`src/rtl/mux_arb_m.sv`:
```
// Two-requester round-robin arbiter feeding a one-entry registered output buffer.
// Optional grant statistics counters are enabled by defining MUX_ARB_STATS_EN.
module mux_arb_m #(
  parameter int WIDTH = 8
) (
  input  logic             clk,
  input  logic             rst,
  input  logic [WIDTH-1:0] data_a,
  input  logic             valid_a,
  output logic             ready_a,
  input  logic [WIDTH-1:0] data_b,
  input  logic             valid_b,
  output logic             ready_b,
  output logic [WIDTH-1:0] out,
  output logic             out_valid,
  input  logic             out_ready,
  output logic             sel_a
`ifdef MUX_ARB_STATS_EN
  ,
  output logic [15:0]      gnt_cnt_a,
  output logic [15:0]      gnt_cnt_b
`endif
);

  typedef enum logic {EMPTY = 1'b0, FULL = 1'b1} state_t;

  state_t           state_q, state_d;
  logic [WIDTH-1:0] out_q, out_d;
  logic             sel_a_q, sel_a_d;
  logic             last_a_q, last_a_d;
  logic             can_load;
  logic             gnt_a, gnt_b;

  // Buffer accepts when empty, or when full and being drained this same cycle.
  assign can_load = !rst && ((state_q == EMPTY) || out_ready);

  // last_a_q set means A won most recently, so B wins the next tie.
  assign gnt_a = can_load && valid_a && (!valid_b || !last_a_q);
  assign gnt_b = can_load && valid_b && (!valid_a ||  last_a_q);

  assign ready_a   = gnt_a;
  assign ready_b   = gnt_b;
  assign out       = out_q;
  assign out_valid = (state_q == FULL);
  assign sel_a     = sel_a_q;

  always_comb begin
    state_d  = state_q;
    out_d    = out_q;
    sel_a_d  = sel_a_q;
    last_a_d = last_a_q;
    case (state_q)
      EMPTY: begin
        if (gnt_a || gnt_b) state_d = FULL;
      end
      FULL: begin
        if (gnt_a || gnt_b) state_d = FULL;
        else if (out_ready) state_d = EMPTY;
      end
      default: state_d = EMPTY;
    endcase
    if (gnt_a) begin
      out_d    = data_a;
      sel_a_d  = 1'b1;
      last_a_d = 1'b1;
    end else if (gnt_b) begin
      out_d    = data_b;
      sel_a_d  = 1'b0;
      last_a_d = 1'b0;
    end
  end

  always_ff @(posedge clk) begin
    if (rst) begin
      state_q  <= EMPTY;
      out_q    <= '0;
      sel_a_q  <= 1'b0;
      last_a_q <= 1'b0;
    end else begin
      state_q  <= state_d;
      out_q    <= out_d;
      sel_a_q  <= sel_a_d;
      last_a_q <= last_a_d;
    end
  end

`ifdef MUX_ARB_STATS_EN
  logic [15:0] cnt_a_q, cnt_a_d;
  logic [15:0] cnt_b_q, cnt_b_d;

  // Counters stick at all-ones instead of wrapping.
  always_comb begin
    cnt_a_d = cnt_a_q;
    cnt_b_d = cnt_b_q;
    if (gnt_a && (cnt_a_q != 16'hFFFF)) cnt_a_d = cnt_a_q + 16'd1;
    if (gnt_b && (cnt_b_q != 16'hFFFF)) cnt_b_d = cnt_b_q + 16'd1;
  end

  always_ff @(posedge clk) begin
    if (rst) begin
      cnt_a_q <= 16'd0;
      cnt_b_q <= 16'd0;
    end else begin
      cnt_a_q <= cnt_a_d;
      cnt_b_q <= cnt_b_d;
    end
  end

  assign gnt_cnt_a = cnt_a_q;
  assign gnt_cnt_b = cnt_b_q;
`endif

endmodule

```
`config.mk`:
```
export PLATFORM = sky130hd
export DESIGN_NAME = mux_arb_m
export DESIGN_NICKNAME = d
export VERILOG_FILES = /design/src/rtl/mux_arb_m.sv
export SDC_FILE = /design/constraint.sdc
export NUM_CORES = 1
export LEC_CHECK = 0
export ABC_AREA = 1
export CORE_MARGIN = 3
export CORE_UTILIZATION = 39
export DETAILED_ROUTE_END_ITERATION = 12
export PLACE_DENSITY_LB_ADDON = 0.3
export SLEW_MARGIN = 20
export SYNTH_ARGS = -nofsm -noshare
export SYNTH_HDL_FRONTEND = slang
export SYNTH_SLANG_ARGS = --single-unit
```
`constraint.sdc`:
```
create_clock -name clk -period 1.4 [get_ports clk]
set_clock_uncertainty 0.2 [all_clocks]
set_input_delay 0.21 -clock clk [delete_from_list [all_inputs] [get_ports clk]]
set_output_delay 0.21 -clock clk [all_outputs]
set_load 0.01 [all_outputs]
```
After elaboration in Yosys (flattened, before gate mapping)
Cells that the tools add are included.
{ "word_totals": {"out_inout_bits": 12, "word_cells": 26, "input_bits": 21, "regBits": 10} }
{ "op_classes": {"reduce_logical": 14, "muxes": 8, "bitwise": 1} }
{ "op_table": {"columns": ["operator", "n"], "rows": [
  ["8-bit two-way mux", 2],
  ["1-bit logical AND", 5],
  ["1-bit two-way mux", 5],
  ["1-bit logical NOT", 4],
  ["1-bit logical OR", 4],
  ["1-bit case mux with 2 select lines", 1],
  ["2-bit nonzero test", 1],
  ["1-bit NOT", 1]
]} }

Logic depth before layout (Yosys ltp)
{ "logic_depth": {"ltp_word": 8, "mapped_depth": 7, "ltp_nobuf": 7} }

Worst setup path after synthesis
Ideal clock, no wire load.
{ "synth_timing": {"kind": "reg-to-reg", "start": "register last_a_q", "end": "register out_q[0], in the netlist out[0]", "stages_incl_launch_ff": 7, "setup_ps": 111, "path_buffers": 0, "slack_ps": 78, "synth_period_minus_slack_ps": 1322, "t_required_ps": 1089, "arrival_time_ps": 1011, "path_cell_list": "dfxtp_1 > nand2_1 > nand2_2 > a21oi_4 > nand2_1 > nor2_1 > nor2_1"} }
{ "synth_between": {"elab_chain_cells": 4, "elab_cells_between_ends": 7, "cone_classes": "mux: 1; reduce/logical: 6"} }
{ "synth_lines": {"columns": ["item", "line", "text"], "rows": [
  ["start, declared", "30", "logic last_a_q, last_a_d;"],
  ["start signal, assigned", "83", "last_a_q <= last_a_d;"],
  ["1-bit logical NOT", "38", "assign gnt_a = can_load && valid_a && (!valid_b || !last_a_q);"],
  ["1-bit logical OR", "38", null],
  ["1-bit logical AND", "38", null],
  ["8-bit two-way mux or 2-bit nonzero test (tied branches)", null, null],
  ["end signal, assigned", "81", "out_q <= out_d;"],
  ["end, declared", "28", "logic [WIDTH-1:0] out_q, out_d;"]
]} }
Parallel ways exist; a longest one is shown, timed or not.
A chain may end at the register's enable or synchronous reset.

Final worst setup path
{ "layout_timing": {"start": "register last_a_q", "end": "output port ready_b"} }
{ "layout_between": {"elab_chain_cells": 2} }
{ "layout_lines": {"columns": ["item", "line", "text"], "rows": [
  ["1-bit logical OR", "39", "assign gnt_b = can_load && valid_b && (!valid_a || last_a_q);"],
  ["1-bit logical AND", "39", null],
  ["end, declared", "13", "output logic ready_b,"]
]} }
Every way passes these cells.

==> flow_summary.rst <==
.. list-table::
   :header-rows: 1

   * - Metric
     - Value
   * - Status
     - finished, violations left
   * - Violated checks
     - negative setup slack
   * - Period utilization
     - 104%
   * - Minimum setup slack after placement
     - -0.655 ns
   * - Utilization after layout
     - about three quarters
   * - Maximum clock frequency
     - ~700 MHz
   * - Cts-stage hold buffer count
     - 0
   * - Overall overflow remaining after global route
     - 0
   * - Logic gate share of total power
     - between 30% and 40%
   * - Post-detailed-route wirelength per cell
     - 10.9 um
   * - Maximum number of pins on one net before global-route repair
     - 18
   * - Actual transition at the worst max-transition pin
     - ~0.25 ns
   * - Final routed DRC violation total
     - 0
   * - Final #Nets
     - 172
   * - Hpwl dp
     - between 1000 and 1500 um
   * - Reported net switching power
     - 0.278 mW
   * - Via count of the first global-routing pass
     - about 660
   * - Ant diodes
     - 0
   * - Part of the power in registers
     - a little over a third
   * - Clock share of power
     - approximately 29%
   * - Largest family of logic cells by synthesized area
     - simple AND/OR/NAND/NOR gates
   * - Cell repeated most along the worst path
     - sky130_fd_sc_hd__nand2_2
   * - Cell types occupying the most area after synthesis
     - sky130_fd_sc_hd__dfxtp_1 30%, sky130_fd_sc_hd__nor2_1 14%, sky130_fd_sc_hd__nand2_1 12%
   * - Cell with the largest stage delay on the worst path
     - sky130_fd_sc_hd__dfxtp_2
   * - Area share of fa/ha/maj cells after synthesis
     - 0%
   * - Post-synthesis net count
     - roughly 120
   * - Post-Syn Area
     - 661 um2
   * - Die Outline Area
     - 2220 um2
   * - Critical path capture point type
     - primary output
   * - Mapped Avg Cell Area
     - around 6.5 um2
   * - Most common flop cell mapped by yosys
     - sky130_fd_sc_hd__dfxtp_1
   * - Cell Chain, Critical Path
     - inv_2 -> nand2_2 -> nand2_2 -> nor2_2 -> buf_2
   * - Final sum of negative setup slack
     - -0.115 ns
   * - Detailed-router iteration count before antenna repair
     - 4
   * - Count of different cell masters after synthesis
     - 16
   * - Share of cell area taken by muxes after synthesis
     - 0%
   * - Remaining number of nets flagged by the antenna check after routing
     - 0
   * - Number of endpoints with negative hold slack in the final report
     - 0
   * - Vertical die dimension
     - about 47 um
   * - Worst Hold Class
     - input port to flop
   * - Cell area after layout
     - about 1200 um2
   * - Number of sinks handled by clock tree synthesis
     - 10
   * - Yosys warning total
     - 0
   * - Number of vias in the routed layout
     - roughly 780
   * - Number of antenna violations at the first check in global routing
     - 0
   * - Most area-hungry cell type in the Yosys netlist
     - sky130_fd_sc_hd__dfxtp_1
   * - Via density
     - between 4 and 5
   * - Power Dens Cells
     - roughly 810 nW/um2
   * - Signal arrival time at the worst endpoint
     - 1.04 ns
   * - Cell-internal power
     - 0.650 mW
   * - Fillcell total
     - 132
   * - Leakage component of the power
     - around 0.6 nW
   * - Deepest level of the CTS H-tree
     - 1
   * - Worst voltage drop across the vdd grid
     - 0.000543 V
   * - Cells after Synth
     - slightly above 100
   * - Slew Limit Fails
     - 0
   * - Most common cell in the synthesized netlist
     - sky130_fd_sc_hd__nor2_1
   * - Switching Share
     - between 20% and 30%
   * - Clock tree from TritonCTS
     - done
   * - Flops & latches, synth
     - 10
   * - Highest net fanout along the worst path
     - 3
   * - Startpoint type of the worst setup path
     - flop
   * - Time the worst path needs with I/O delays and setup
     - around 1.4 ns
   * - Hold Slack
     - around 0.22 ns
   * - First-iteration detailed-routing DRC count
     - 10
   * - EDFF count, synth
     - 0
   * - I/O pin count
     - 33
   * - Cell count after placement
     - 159
   * - Critical Path Max Stage Delay
     - around 0.35 ns
   * - CTS clock-pin slew for the worst setup and hold paths
     - roughly 0.070 ns
   * - Data required time at the worst endpoint
     - between 0.9 and 1 ns
   * - Area of combinational cells with multiple inputs
     - ~410 um2
   * - Cell area after placement
     - ~1100 um2
   * - Die width
     - 47.2 um
   * - Area taken by flip-flops and latches
     - between 200 and 250 um2
   * - Port Buf Inserts
     - 32
   * - Layout cell share with drive strength beyond 1
     - about a quarter
   * - Number of non-filler instances in the completed layout
     - around 170
   * - Routability congestion estimate
     - 0.812
   * - Layout area overhead
     - 74.4%
   * - Most frequent cells after synthesis
     - 24 x sky130_fd_sc_hd__nor2_1, 21 x sky130_fd_sc_hd__nand2_1, 19 x sky130_fd_sc_hd__inv_1
   * - Global-route wire length before repair
     - between 2000 and 3000 um
   * - Fraction of the yosys area taken by sequential cells
     - slightly above 30%
   * - Standard-cell row count
     - 14
   * - Final-report setup violation count
     - 9
   * - Synthesized-area fraction occupied by ao, oa, aoi and oai cells
     - 15.5%
   * - Power consumption
     - about 0.93 mW
   * - Overall track demand over capacity in global routing
     - between 10% and 20%
   * - Share of synthesized cell area in and, or, nand and nor gates
     - around 41%
   * - TritonCTS Buffers
     - 3
   * - Max-cap check violation count
     - 0
   * - Final critical-path setup slack
     - -0.0498 ns
   * - Overall routed net length
     - around 1800 um
   * - Type of the worst setup path
     - flop to primary output
   * - Clock Root Buffer
     - sky130_fd_sc_hd__clkbuf_4
   * - Core outline area
     - 1540 um2
   * - Top-area cell type share of the netlist area
     - 30.3%
   * - RSZ-0062 raised after global routing
     - true
   * - Largest buffer count on any clock path
     - 2
   * - Async SR Flop Fraction
     - 0%
   * - Slew HR
     - ~83%
   * - Initial standard-cell utilization of the core
     - 42.9%
   * - Xor-xnor portion of the synthesized cell area
     - 0%
   * - Clock latency of the later-clocked register in the worst-skew pair
     - 0.27 ns
routing by layer:
layer,part of all wire [%],vias up,wire length [um],GRT usage [%]
met5,0,-,0,0
met2,50,29,905,28.5
li1,-,404,-,-
met1,41,339,743,22.8
met3,7.2,5,131,3.45
met4,2.0,0,36,6.63
final timing paths:
path / from / to / slack [ns] / cells after the start
max: last_a_q / ready_b / -0.05 / 5
min: rst / out_valid / 0.22 / 3
max reg2reg: last_a_q / out[7] / -0.02 / 7
min reg2reg: out[6] / out[6] / 0.38 / 3
power by group through the flow:
stage / combinational (mW) / clock [mW] / sequential, mW
3_3_place_gp: 0.320 / 0 / 0.333
4_1_cts: 0.320 / 0.269 / 0.331
6_report: 0.330 / 0.267 / 0.331
5_1_grt: 0.363 / 0.282 / 0.335
3_5_place_dp: 0.326 / 0 / 0.335
2_1_floorplan: 0.136 / 0 / 0.348
logic make-up (layout without fill, tap and decap cells):
family / after synthesis / in the layout
compound gates: 13 / 13
buf+inv: 21 / 70
flops: 10 / 10
simple gates: 57 / 57
layout make-up:
class	count	share of cell area [%]
Inverter	20	6.73
Clock buffer	4	3.15
Tap cell	16	1.74
Timing Repair Buffer	46	35.4
Sequential cell	10	17.6
Multi-Input combinational cell	70	35.4
registers in the layout (all words and copies together), names as in the netlist:
signal	cells
out_valid	1
last_a_q	1
out	8
critical path: cells and delay by family (launching register included):
family | cells | cell delay [ns]
DFF | 1 | 0.35
and+or+nand+nor | 3 | 0.24
buffers and inverters | 2 | 0.18
cell usage in the layout, fill, tap and decap left out:
cell	instances
sky130_fd_sc_hd__a21boi_1	1
sky130_fd_sc_hd__a21oi_1	1
sky130_fd_sc_hd__a21oi_4	1
sky130_fd_sc_hd__a31oi_1	1
sky130_fd_sc_hd__buf_2	1
sky130_fd_sc_hd__buf_4	12
sky130_fd_sc_hd__buf_6	3
sky130_fd_sc_hd__clkbuf_2	1
sky130_fd_sc_hd__clkbuf_4	3
sky130_fd_sc_hd__clkbuf_8	1
sky130_fd_sc_hd__clkdlybuf4s50_1	16
sky130_fd_sc_hd__dfxtp_1	8
sky130_fd_sc_hd__dfxtp_2	2
sky130_fd_sc_hd__dlygate4sd2_1	13
sky130_fd_sc_hd__inv_1	17
sky130_fd_sc_hd__inv_2	2
sky130_fd_sc_hd__inv_4	1
sky130_fd_sc_hd__nand2_1	15
sky130_fd_sc_hd__nand2_2	6
sky130_fd_sc_hd__nand2_4	1
sky130_fd_sc_hd__nand2_8	1
sky130_fd_sc_hd__nand3b_1	8
sky130_fd_sc_hd__nand4_4	1
sky130_fd_sc_hd__nor2_1	23
sky130_fd_sc_hd__nor2_2	2
sky130_fd_sc_hd__o21bai_1	8
sky130_fd_sc_hd__o31ai_1	1
repair_timing:
item	CTS	global route
endpoints found under the setup margin	20	11
pin swaps	5	9
setup buffers	2	1
resized for setup	38	4
Power figures use the tool's default switching activity.
